===== config.mk =====
export PLATFORM = sky130hd
export DESIGN_NAME = dram_ctrl
export DESIGN_NICKNAME = d
export VERILOG_FILES = /design/src/rtl/dram_ctrl.sv
export SDC_FILE = /design/constraint.sdc
export NUM_CORES = 1
export LEC_CHECK = 0
export CORE_ASPECT_RATIO = 0.8
export CORE_MARGIN = 2
export CORE_UTILIZATION = 49
export DETAILED_ROUTE_END_ITERATION = 10
export PLACE_DENSITY = 0.78
export REMOVE_ABC_BUFFERS = 1
export SETUP_SLACK_MARGIN = 0.3
export SYNTH_ARGS = -nofsm -noshare
export SYNTH_HDL_FRONTEND = slang
export SYNTH_SLANG_ARGS = --single-unit

===== constraint.sdc =====
create_clock -name CLKCPU -period 1.95 [get_ports CLKCPU]
set_input_delay 0.39 -clock CLKCPU [delete_from_list [all_inputs] [get_ports CLKCPU]]
set_output_delay 0.39 -clock CLKCPU [all_outputs]
set_load 0.01 [all_outputs]

===== src/rtl/dram_ctrl.sv =====
// Fast-RAM DRAM sequencer for 68EC020 cycles on the CD32 local bus:
// row/column muxing, RAS/CAS/WE strobes, DSACK termination and CBR refresh.
`timescale 1ns/1ps
module dram_ctrl #(
    parameter int unsigned REFRESH_PERIOD = 220,
    parameter int unsigned RAS_PRECHARGE  = 2,
    parameter int unsigned REF_HOLD       = 2
) (
    input  logic       CLKCPU,
    input  logic       RESET,
    input  logic       AS,
    input  logic       DS,
    input  logic       RW,
    input  logic [1:0] SIZ,
    input  logic [1:0] A,
    input  logic       RAM_SEL,
    output logic       RAM_MUX,
    output logic       RAS,
    output logic [3:0] CAS,
    output logic       WE,
    output logic [1:0] DSACK
);

    localparam logic [2:0] ST_IDLE    = 3'd0;
    localparam logic [2:0] ST_ROW     = 3'd1;
    localparam logic [2:0] ST_COL     = 3'd2;
    localparam logic [2:0] ST_CAS     = 3'd3;
    localparam logic [2:0] ST_REF_CAS = 3'd4;
    localparam logic [2:0] ST_REF_RAS = 3'd5;
    localparam logic [2:0] ST_PRE     = 3'd6;

    localparam logic [7:0] REF_RELOAD = 8'(REFRESH_PERIOD - 1);
    localparam logic [7:0] PRE_LOAD   = 8'(RAS_PRECHARGE - 1);
    // RAS only falls one cycle after REF_RAS is entered, so the state lasts one extra cycle
    localparam logic [7:0] HOLD_LOAD  = 8'(REF_HOLD);

    logic [2:0] st;
    logic [2:0] nxt;
    logic [7:0] ref_cnt;
    logic       ref_pend;
    logic [7:0] wcnt;
    logic       rw_lat;
    logic [3:0] lane;

    always_comb begin
        lane = '0;
        if (rw_lat) begin
            lane = '1;
        end else begin
            case (A)
                2'b00:   lane = {1'b1, SIZ != 2'b01, (SIZ == 2'b11) || (SIZ == 2'b00), SIZ == 2'b00};
                2'b01:   lane = {1'b0, 1'b1, SIZ != 2'b01, (SIZ == 2'b11) || (SIZ == 2'b00)};
                2'b10:   lane = {2'b00, 1'b1, SIZ != 2'b01};
                default: lane = 4'b0001;
            endcase
        end
    end

    always_comb begin
        nxt = st;
        case (st)
            ST_IDLE: begin
                if (ref_pend)
                    nxt = ST_REF_CAS;
                else if (!AS && RAM_SEL)
                    nxt = ST_ROW;
            end
            ST_ROW:     nxt = AS ? ST_PRE : ST_COL;
            ST_COL: begin
                if (AS)
                    nxt = ST_PRE;
                else if (rw_lat || !DS)
                    nxt = ST_CAS;
            end
            ST_CAS:     nxt = AS ? ST_PRE : ST_CAS;
            ST_REF_CAS: nxt = ST_REF_RAS;
            ST_REF_RAS: nxt = (wcnt == '0) ? ST_PRE : ST_REF_RAS;
            ST_PRE:     nxt = (wcnt == '0) ? ST_IDLE : ST_PRE;
            default:    nxt = ST_IDLE;
        endcase
    end

    always_ff @(posedge CLKCPU or negedge RESET) begin
        if (!RESET) begin
            st     <= ST_IDLE;
            wcnt   <= '0;
            rw_lat <= 1'b1;
        end else begin
            st <= nxt;
            if (st == ST_IDLE && nxt == ST_ROW)
                rw_lat <= RW;
            if (nxt != st) begin
                if (nxt == ST_REF_RAS)
                    wcnt <= HOLD_LOAD;
                else if (nxt == ST_PRE)
                    wcnt <= PRE_LOAD;
            end else if (wcnt != '0) begin
                wcnt <= wcnt - 8'd1;
            end
        end
    end

    // an expiry that lands while a refresh is already pending is simply lost
    always_ff @(posedge CLKCPU or negedge RESET) begin
        if (!RESET) begin
            ref_cnt  <= REF_RELOAD;
            ref_pend <= 1'b0;
        end else begin
            ref_cnt <= (ref_cnt == '0) ? REF_RELOAD : ref_cnt - 8'd1;
            if (ref_cnt == '0)
                ref_pend <= 1'b1;
            else if (st == ST_IDLE && ref_pend)
                ref_pend <= 1'b0;
        end
    end

    // Strobes follow the state one cycle behind, except that any move into PRE
    // releases everything on that same edge.
    always_ff @(posedge CLKCPU or negedge RESET) begin
        if (!RESET) begin
            RAM_MUX <= 1'b1;
            RAS     <= 1'b1;
            CAS     <= '1;
            WE      <= 1'b1;
            DSACK   <= '1;
        end else begin
            RAM_MUX <= 1'b1;
            RAS     <= 1'b1;
            CAS     <= '1;
            WE      <= 1'b1;
            DSACK   <= '1;
            if (nxt != ST_PRE) begin
                case (st)
                    ST_ROW: begin
                        RAS <= 1'b0;
                        WE  <= rw_lat;
                    end
                    ST_COL: begin
                        RAS     <= 1'b0;
                        RAM_MUX <= 1'b0;
                        WE      <= rw_lat;
                    end
                    ST_CAS: begin
                        RAS     <= 1'b0;
                        RAM_MUX <= 1'b0;
                        WE      <= rw_lat;
                        CAS     <= ~lane;
                        DSACK   <= '0;
                    end
                    ST_REF_CAS: CAS <= '0;
                    ST_REF_RAS: begin
                        CAS <= '0;
                        RAS <= 1'b0;
                    end
                    default: ;
                endcase
            end
        end
    end

endmodule

==> metrics.yaml <==
end_kind: "flop"
grtUsageMet3: 0.07085
synth_top_area_frac: 0.2476
fin_crit_ns: 2.126
syn-cell-area_um2: 1592
yosys_register_bits: 29
synth-async-reset-ratio: 1.000
fin_crit_sh: 1.091
synth_top_area_cell: "dfstp_2"
synth_mux_area_frac: 0.02044
viasPerCell: 5.924
grt_antenna_before_repair: 0
use_met2: 0.4690
drtPass1Iterations: 4
layout_commonest_cell: "buf_4"
synth-edff-count: 0
r2r_cells: 7
hold_depth: 1
fin_nets: 238
cts_hold_buf: 0
clock_path_buffers: 2
die_x_um: 67.72
r2r_setup_slack_ns: -0.18
synthFlopType: "dfstp_2"
start_util: 0.5158
regToRegStartpoint: "wcnt[1]$_DFFE_PN0P_"
yosysUniqueCellTypes: 45
clk_latency_ns: 0.28
worstPathRequired_ns: 2.11
place_ws_ns: -0.3068
reg2reg_to: "wcnt[1]$_DFFE_PN0P_"
synth_top_family_by_area: "simple AND/OR/NAND/NOR gates"
utilization: 0.7798
grt.total_usage: 0.2696
crit_fanout: 4
drive_gt1_frac: 0.4509
grt_pass1_wl_um: 7162
crit_type: "flop to flop"
tightest_slew_ns: 0.5752
yosys-top-cells-area: "dfstp_2 25%, dfrtp_1 22%, nand3_1 6.9%, ha_1 3.9%, nand2_1 3.3%"
wl_per_cell_um: 18.00
io_buffer_count: 18
yosysSeqAreaShare: 0.4678
p_total_mw: 4.175
std_cell_rows: 18
timing.final.ws_setup_ns: -0.1765
holdPathEnd: "ref_cnt[0]$_DFF_PN1_"
synth_xor_area_frac: 0.02752
cp.arrival_ns: 2.29
routed_wl_um: 4752
cts_sinks: 29
cts_max_level: 2
synthAdderAreaFrac: 0.03931
hpwl_um: 2538
max_slew_margin: 0.6117
grt_max_degree: 30
core_um2: 3085
p_leak_nw: 1.091
cts_tree: "built"
fp.dieH_um: 54.98
grt_busiest_layer: "met2"
final_cell_mix: "28 x buf_4, 15 x dfstp_2, 13 x nor2_1, 13 x nand3_1, 13 x dfrtp_1"
cts_made_buffers: 5
min_path_type: "flop to flop"
hold_violations: 0
cts.clk_slew.worst_paths_ns: 0.06
vdd_drop_max_mv: 1.331
hold_start: "ref_cnt[0]$_DFF_PN1_"
status: "finished with violations"
ant_nets: 0
drc: 0
syn_avg_cell_area_um2: 9.588
num_antenna_cells: 0
synth-compound-area-share: 0.1336
place.gp.congestion: 0.8636
area_growth_pct: 51.18
skew_ns: 0.008681
start_kind: "flop"
dieArea_um2: 3723
drt_iter0_drc: 90
grt_use_met1: 0.3147
drv_slew: 0
io_pins: 19
syn-instance-count: 166
grt_pass1_vias: 1545
via_count: 1564
synth-simple-area-share: 0.2626
grt_setup_unrepaired: "yes"
violations: "negative setup slack"
power.density_nw_per_um2: 1735
fin_tns_setup_ns: -0.8215
finalSetupViolCount: 7
maxCapViolations: 0
globalRoute.totalOverflow: 0
yosys_warnings: 0
clockRootBuffer: "clkbuf_8"
fmax_mhz: 470.3
==> flip-flops by register name, indices dropped and copies added, names as in the netlist <==
register and count:
ref_cnt 8, wcnt 8, CAS 4, st 3, DSACK 1, RAM_MUX 1, RAS 1, WE 1
ref_pend 1, rw_lat 1
==> stage by stage <==
step / instance area, um^2 / cells / hold WS [ns]
floorplan: 1559 / 160 / 0.09441
global placement: 1962 / 241 / 0.4483
detailed placement: 1962 / 241 / 0.4495
CTS: 2296 / 259 / 0.4649
global route: 2406 / 264 / 0.4907
finish: 2406 / 264 / 0.4627
==> repair_timing <==
action / in CTS / in global routing
pin swaps: 15 / 7
gates resized for setup: 44 / 18
buffers inserted: 10 / 5
endpoints found under the hold margin: 0 / 0
endpoints found under the setup margin: 25 / 19
==> cell type report <==
cell class / count / area (um^2)
Clock buffer: 5 / 68.82
Clock inverter: 3 / 65.06
Fill cell: 182 / 679.4
Inverter: 12 / 45.04
Multi-Input combinational cell: 119 / 937.1
Sequential cell: 29 / 745.7
Tap cell: 40 / 50.05
Timing Repair Buffer: 56 / 494.2
==> worst max-delay path, cell delays in order, from the launching register on <==
cell	delay (ns)
dfrtp_1	0.37
inv_2	0.06
ha_4	0.16
nor4b_4	0.13
a221o_1	0.36
a211oi_4	0.38
mux2_4	0.34
o211a_1	0.21
==> synth_stat cells, types with 2 or more instances <==
| library cell | instances |
|---|---|
| a21oi_1 | 5 |
| a31oi_1 | 3 |
| and2_1 | 3 |
| buf_2 | 2 |
| buf_4 | 2 |
| clkbuf_1 | 2 |
| dfrtp_1 | 14 |
| dfstp_2 | 15 |
| ha_1 | 5 |
| inv_1 | 12 |
| mux2_2 | 2 |
| nand2_1 | 14 |
| nand3_1 | 22 |
| nand3b_1 | 3 |
| nand4_1 | 2 |
| nor2_1 | 13 |
| nor2b_1 | 4 |
| nor3_1 | 4 |
| o21a_1 | 2 |
| o21ai_0 | 8 |
| or2_2 | 2 |
| xnor2_1 | 2 |
| xor2_1 | 3 |
==> how the worst max path moves through the flow <==
stage | slack, ns | end | startpoint | cells past startpoint
after floorplan | -0.32 | wcnt[1]$_DFFE_PN0P_ | wcnt[0]$_DFFE_PN0P_ | 7
after global placement | -0.26 | wcnt[1]$_DFFE_PN0P_ | AS | 6
after detailed placement | -0.31 | wcnt[1]$_DFFE_PN0P_ | AS | 6
after CTS | -0.14 | wcnt[1]$_DFFE_PN0P_ | wcnt[1]$_DFFE_PN0P_ | 7
after global routing | -0.23 | wcnt[3]$_DFFE_PN0P_ | wcnt[1]$_DFFE_PN0P_ | 8
final | -0.18 | wcnt[1]$_DFFE_PN0P_ | wcnt[1]$_DFFE_PN0P_ | 7
==> power breakdown <==
group / total (mW) / internal [mW] / leakage, nW / switching, mW
combinational: 2.45 / 1.24 / 0.691 / 1.21
sequential: 0.983 / 0.819 / 0.332 / 0.164
clock: 0.747 / 0.507 / 0.0681 / 0.240
==> cells by family (layout without fill, tap and decap cells) <==
kind of cell    Yosys count  count (layout)
compound gates           29              29
xor+xnor                  5               5
fa+ha+maj                 5               5
buf+inv                  18              76
flops                    29              29
mux                       3               3
simple gates             77              77
==> routing by layer <==
metal  vias up  part of all wire
met5         -                 0
met4         0             0.040
met3        26             0.062
met2        74              0.49
met1       770              0.41
li1        694                 -
Power figures use the tool's default switching activity.
